`src/rtl/if_id_prefetch_unit.sv`:
```
// Sequential instruction prefetcher feeding a registered MIPS decode stage.
// A small FIFO absorbs variable memory latency; branches flush the FIFO and squash in-flight fetches.
module if_id_prefetch_unit #(
    parameter int                    ADDR_WIDTH  = 32,
    parameter int                    QUEUE_DEPTH = 4,
    parameter logic [ADDR_WIDTH-1:0] RESET_PC    = ADDR_WIDTH'(32'h0040_0000)
) (
    input  logic                          clk,
    input  logic                          rst,
    output logic                          fetch_req,
    output logic [ADDR_WIDTH-1:0]         instruction_address,
    input  logic [31:0]                   instruction_bus,
    input  logic                          instruction_valid,
    input  logic                          stall,
    input  logic                          branch,
    input  logic [ADDR_WIDTH-1:0]         branch_target,
    output logic                          id_valid,
    output logic [ADDR_WIDTH-1:0]         pc,
    output logic [5:0]                    op,
    output logic [4:0]                    rs,
    output logic [4:0]                    rt,
    output logic [4:0]                    rd,
    output logic [4:0]                    shamt,
    output logic [5:0]                    funct,
    output logic [15:0]                   immediate,
    output logic [25:0]                   target,
    output logic [4:0]                    rw,
    output logic                          register_write,
    output logic                          branch_o,
    output logic [$clog2(QUEUE_DEPTH):0]  queue_count
);
    localparam int PW = $clog2(QUEUE_DEPTH);
    localparam int CW = PW + 1;
    localparam logic [CW:0] QD_L = (CW+1)'(QUEUE_DEPTH);

    logic [ADDR_WIDTH-1:0] r_fetch_pc, r_resp_pc;
    logic [CW-1:0]         r_outstanding, r_discard, r_count;
    logic [PW-1:0]         r_wr_ptr, r_rd_ptr;
    logic [ADDR_WIDTH-1:0] r_q_addr  [QUEUE_DEPTH];
    logic [31:0]           r_q_instr [QUEUE_DEPTH];

    logic                  r_id_valid, r_id_we, r_branch_o;
    logic [ADDR_WIDTH-1:0] r_id_pc;
    logic [31:0]           r_id_instr;
    logic [4:0]            r_id_rw;

    logic                  w_resp, w_drop, w_push, w_pop, w_fetch;
    logic [CW:0]           w_inflight;
    logic [31:0]           w_head_instr;
    logic [ADDR_WIDTH-1:0] w_head_pc;
    logic [4:0]            w_rw;
    logic                  w_we;

    // A response with nothing outstanding is a protocol violation and is ignored.
    assign w_resp     = instruction_valid && (r_outstanding != '0);
    assign w_drop     = w_resp && (r_discard != '0);
    assign w_push     = w_resp && !w_drop && !branch;
    assign w_pop      = !stall && !branch && (r_count != '0);
    assign w_inflight = {1'b0, r_count} + {1'b0, r_outstanding};
    assign w_fetch    = !rst && !branch && (w_inflight < QD_L);

    assign fetch_req           = w_fetch;
    assign instruction_address = r_fetch_pc;
    assign queue_count         = r_count;

    always_ff @(posedge clk) begin
        if (rst) begin
            r_fetch_pc    <= RESET_PC;
            r_resp_pc     <= RESET_PC;
            r_outstanding <= '0;
            r_discard     <= '0;
            r_count       <= '0;
            r_wr_ptr      <= '0;
            r_rd_ptr      <= '0;
        end else if (branch) begin
            // Everything still in flight becomes garbage; the response landing now is dropped too.
            r_fetch_pc    <= branch_target;
            r_resp_pc     <= branch_target;
            r_outstanding <= r_outstanding - CW'(w_resp);
            r_discard     <= r_outstanding - CW'(w_resp);
            r_count       <= '0;
            r_wr_ptr      <= '0;
            r_rd_ptr      <= '0;
        end else begin
            if (w_fetch)
                r_fetch_pc <= r_fetch_pc + ADDR_WIDTH'(4);
            r_outstanding <= r_outstanding + CW'(w_fetch) - CW'(w_resp);
            r_discard     <= r_discard - CW'(w_drop);
            if (w_push) begin
                r_wr_ptr  <= r_wr_ptr + PW'(1);
                r_resp_pc <= r_resp_pc + ADDR_WIDTH'(4);
            end
            if (w_pop)
                r_rd_ptr <= r_rd_ptr + PW'(1);
            r_count <= r_count + CW'(w_push) - CW'(w_pop);
        end
    end

    always_ff @(posedge clk) begin
        if (!rst && w_push) begin
            r_q_addr[r_wr_ptr]  <= r_resp_pc;
            r_q_instr[r_wr_ptr] <= instruction_bus;
        end
    end

    assign w_head_instr = r_q_instr[r_rd_ptr];
    assign w_head_pc    = r_q_addr[r_rd_ptr];

    always_comb begin
        w_rw = 5'd0;
        w_we = 1'b0;
        if (w_head_instr[31:26] == 6'h00) begin
            w_rw = w_head_instr[15:11];
            w_we = (w_head_instr[5:0] != 6'h08);
        end else if (w_head_instr[31:26] == 6'h03) begin
            w_rw = 5'd31;
            w_we = 1'b1;
        end else if (w_head_instr[31:26] inside {[6'h08:6'h0F], [6'h20:6'h25]}) begin
            w_rw = w_head_instr[20:16];
            w_we = 1'b1;
        end
    end

    always_ff @(posedge clk) begin
        r_branch_o <= !rst && branch;
        if (rst || branch) begin
            r_id_valid <= 1'b0;
            r_id_pc    <= '0;
            r_id_instr <= '0;
            r_id_rw    <= '0;
            r_id_we    <= 1'b0;
        end else if (!stall) begin
            if (r_count != '0) begin
                r_id_valid <= 1'b1;
                r_id_pc    <= w_head_pc;
                r_id_instr <= w_head_instr;
                r_id_rw    <= w_rw;
                r_id_we    <= w_we;
            end else begin
                r_id_valid <= 1'b0;
            end
        end
    end

    assign id_valid       = r_id_valid;
    assign pc             = r_id_pc;
    assign op             = r_id_instr[31:26];
    assign rs             = r_id_instr[25:21];
    assign rt             = r_id_instr[20:16];
    assign rd             = r_id_instr[15:11];
    assign shamt          = r_id_instr[10:6];
    assign funct          = r_id_instr[5:0];
    assign immediate      = r_id_instr[15:0];
    assign target         = r_id_instr[25:0];
    assign rw             = r_id_rw;
    assign register_write = r_id_we;
    assign branch_o       = r_branch_o;

endmodule

```
`config.mk`:
```
export PLATFORM = sky130hd
export DESIGN_NAME = if_id_prefetch_unit
export DESIGN_NICKNAME = d
export VERILOG_FILES = /design/src/rtl/if_id_prefetch_unit.sv
export SDC_FILE = /design/constraint.sdc
export NUM_CORES = 1
export LEC_CHECK = 0
export CAP_MARGIN = 0
export CORE_ASPECT_RATIO = 0.7
export CORE_MARGIN = 2
export CORE_UTILIZATION = 55
export CTS_BUF_LIST = sky130_fd_sc_hd__clkbuf_4 sky130_fd_sc_hd__clkbuf_8
export DETAILED_ROUTE_END_ITERATION = 10
export GPL_ROUTABILITY_DRIVEN = 0
export GPL_TIMING_DRIVEN = 0
export MAX_ROUTING_LAYER = met4
export PLACE_DENSITY = 0.89
export SYNTH_ARGS = -nofsm -noshare
export SYNTH_HDL_FRONTEND = slang
export SYNTH_SLANG_ARGS = --single-unit
```
`constraint.sdc`:
```
create_clock -name clk -period 4.3 [get_ports clk]
set_input_delay 0.645 -clock clk [delete_from_list [all_inputs] [get_ports clk]]
set_output_delay 0.645 -clock clk [all_outputs]
set_load 0.01 [all_outputs]
```
==> metrics.md <==
| Metric | Value |
|---|---|
| Status | completed |
| Total GRT Usage | 28.7% |
| Nets | between 1500 and 2000 |
| Slew headroom | a little under half |
| Largest net degree at the start of global routing | 39 |
| Post-cts sizing count | 0 |
| VDD IR-drop max | about 250 uV |
| Slowest cell on crit path | clkdlybuf4s50_1 |
| Num ports | 219 |
| Slew Limit Fails | 0 |
| CORE AREA | between 0.02 and 0.03 mm^2 |
| Die Y | around 150 um |
| Syn_nets | 1316 |
| CP endpoint kind | output port |
| Number of remaining DRC errors | 0 |
| DIE WIDTH | ~210 um |
| Max-cap viol count | 0 |
| Placed cell area | between 0.015 and 0.02 mm^2 |
| Vias in the first global route | roughly 12000 |
| Yosys Warn Count | 0 |
| Total Wirelength | roughly 43 mm |
| CTS tree | done |
| Pwr/cell area | 403 mW/mm^2 |
| Crit path cell chain | ha_1 > nor3_1 > nand3_1 > inv_2 > clkbuf_1 > clkdlybuf4s50_1 |
| Depth of the CTS H-tree | 2 |
| Synthesized area per cell | 13.3 um^2 |
| Pre-antenna DRT Iters | 5 |
| Hold-fix buffers, CTS | 0 |
| Proportion of layout cells with a drive suffix above 1 | roughly 15% |
| Global-route wire length before repair | roughly 66 mm |
| Post-DRT Antenna Nets | 0 |
| Sequential area share after synthesis | 65.4% |
| Final period demand of the worst path | 3.70 ns |
| Unrepaired setup endpoints after global routing | no |
| Max incr delay on CP | roughly 0.67 ns |
| Vias | ~12000 |
| Clk Latency, worst-skew pair | between 0.6 and 0.7 ns |
| Post-synth cell types | 57 |
| Clk root buf | clkbuf_8 |
| WL per Instance | approximately 22 um |
| Starting Density | a little under three fifths |
| Area growth syn-to-layout | 24.1% |
| Dpl ws | about 0.52 ns |
| Hold Vio Cnt, Final | 0 |
| 1st-iter DRT viols | between 1000 and 1500 |
| Setup bufs post-CTS | 0 |
| Hold_ws | approximately 0.46 ns |
| Cell Count, Final, Fillers Out | 1936 |
| Cell area after synthesis | around 0.016 mm^2 |
| Overflow after GRT | 0 |
| Antenna violations before repair | 3 |
| Post-synth ARST share | 0% |
| Leakage Power | just under 7 nW |
| # setup viols final | 0 |
| Pwr Total | slightly above 8 mW |
| Worst EP required | 3.65 ns |
| Row cnt | 52 |
| Skew final | approximately 0.03 ns |
| # clock sinks | 407 |
| Die ar. | around 0.031 mm^2 |
| Hold WC Path Type | reg -> reg |
| Number of port buffers | ~220 |
| Achievable Freq | approximately 270 MHz |
| Reg clk slew, reported paths | ~0.07 ns |
| DP HPWL | around 30 mm |
| Final core occ | 69.8% |
| Final design area excluding fillers | 0.0203 mm^2 |
| Vias/cell | about 6 |
| Post-Synthesis Cells | between 1000 and 1500 |
| Num CTS Buffers | 55 |
| Ys flop type | edfxtp_1 |
| Crit path kind | reg -> out |
| Startpoint types | flop |
| Placed instance count | 1829 |
| Worst slew pin tran | 0.804 ns |
| Final TNS setup | 0 ns |
| EDFF count, synth | ~260 |
| Fin crit share | a little under nine tenths |
| Worst Setup Slack, final | between 0.6 and 0.7 ns |
| Post-synthesis register bit count | approximately 410 |
| Worst EP arrival | between 3 and 4 ns |
| Critical path fanouts, max | 11 |
| Max clock buf depth | 3 |
[registers in the layout (all words and copies together) (netlist names), 3 cells and up, named ones only]
register             count
r_discard                3
queue_count              3
r_id_instr              32
rw                       5
r_resp_pc               32
r_q_instr              128
instruction_address     32
pc                      32
r_outstanding            3
r_q_addr               128
[cells in the final DEF, fill, tap and decap left out, drive strengths merged, types with 4 or more instances in the layout]
cell type,instances
inv,32
a21boi,5
or3,8
clkinv,12
nand4,24
o211ai,8
or2,5
xor2,23
ha,16
nand2,183
mux2,4
a31oi,16
dfxtp,151
diode,4
and3,18
edfxtp,256
a21oi,105
nor3,12
nand3,20
mux4,64
a211oi,19
clkdlybuf4s50,218
and2,9
and4,11
o21ai,15
nor4,11
xnor2,15
o221ai,5
nor2,54
buf,66
clkbuf,137
[final cells by class]
class / instances / area, um^2
clock buffers: 90 / 1090
diodes: 4 / 10.0
multi-input cells: 682 / 4960
repair buffers: 222 / 2260
plain buffers: 109 / 596
fillers: 1849 / 8780
clock inverters: 13 / 77.6
flip-flops and latches: 407 / 10700
inverters: 31 / 116
well taps: 378 / 473
[synthesized netlist by cell type, types with 2 or more instances]
library cell | count | area (um^2)
a211oi_1 | 19 | 143
a21boi_0 | 5 | 37.5
a21o_1 | 3 | 22.5
a21oi_1 | 105 | 526
a22oi_1 | 3 | 22.5
a31oi_1 | 16 | 100
a32oi_1 | 2 | 17.5
and2_1 | 9 | 56.3
and3_1 | 18 | 113
and4_1 | 11 | 96.3
buf_1 | 10 | 37.5
buf_2 | 8 | 40.0
buf_4 | 42 | 315
clkbuf_1 | 47 | 176
dfxtp_1 | 151 | 3020
edfxtp_1 | 256 | 7690
fa_1 | 2 | 40.0
ha_1 | 16 | 200
inv_1 | 29 | 109
mux2_2 | 4 | 45.0
mux2i_1 | 2 | 20.0
mux4_2 | 63 | 1420
nand2_1 | 183 | 687
nand3_1 | 18 | 90.1
nand3_2 | 2 | 20.0
nand4_1 | 24 | 150
nor2_1 | 54 | 203
nor2b_1 | 3 | 18.8
nor3_1 | 11 | 55.1
nor4_1 | 10 | 62.6
o211ai_1 | 8 | 60.1
o21ai_0 | 15 | 75.1
o21bai_1 | 3 | 22.5
o221ai_1 | 5 | 43.8
o31a_1 | 3 | 26.3
or2_2 | 5 | 31.3
or3_1 | 8 | 50.1
xnor2_1 | 15 | 131
xor2_1 | 23 | 201
[routing by layer]
| layer | wire length (um) | GRT usage [%] |
|---|---|---|
| met1 | 16600 | 37.2 |
| met3 | 4980 | 7.07 |
| met2 | 20000 | 45.1 |
| met5 | 0 | - |
| met4 | 1380 | 9.04 |
[cells by family (layout without fill, tap and decap cells)]
group | Yosys count | in the layout | synth area share (%)
AO/OA/AOI/OAI | 193 | 193 | 7.05
XOR/XNOR | 38 | 38 | 2.03
adder cells (fa/ha/maj) | 18 | 18 | 1.47
buffers and inverters | 140 | 465 | 4.35
flip-flops | 407 | 407 | 65.4
multiplexers | 70 | 70 | 9.23
other | 0 | 4 | 0
AND/OR/NAND/NOR | 363 | 363 | 10.4
[worst paths after layout]
| check | start | slack (ns) | end | cells after the start |
|---|---|---|---|---|
| max | r_outstanding[2] | 0.60 | fetch_req | 6 |
| min | pc[3] | 0.46 | pc[3] | 2 |
| max reg2reg | r_discard[0] | 1.35 | queue_count[2] | 12 |
| min reg2reg | pc[3] | 0.46 | pc[3] | 2 |
[critical path, delay by kind of cell, from the launching register on]
kind / cells / cell delay (ns)
buffers and inverters: 3 / 1.35
adder cells (fa/ha/maj): 1 / 0.27
flip-flops: 1 / 0.43
AND/OR/NAND/NOR: 2 / 0.39
[power by group]
part / leakage, nW / internal (mW) / switching, mW
Sequential: 3.55 / 4.28 / 0.118
Combinational: 2.54 / 0.307 / 0.399
Clock: 0.635 / 1.62 / 1.47
(Power assumes the default switching activity.)
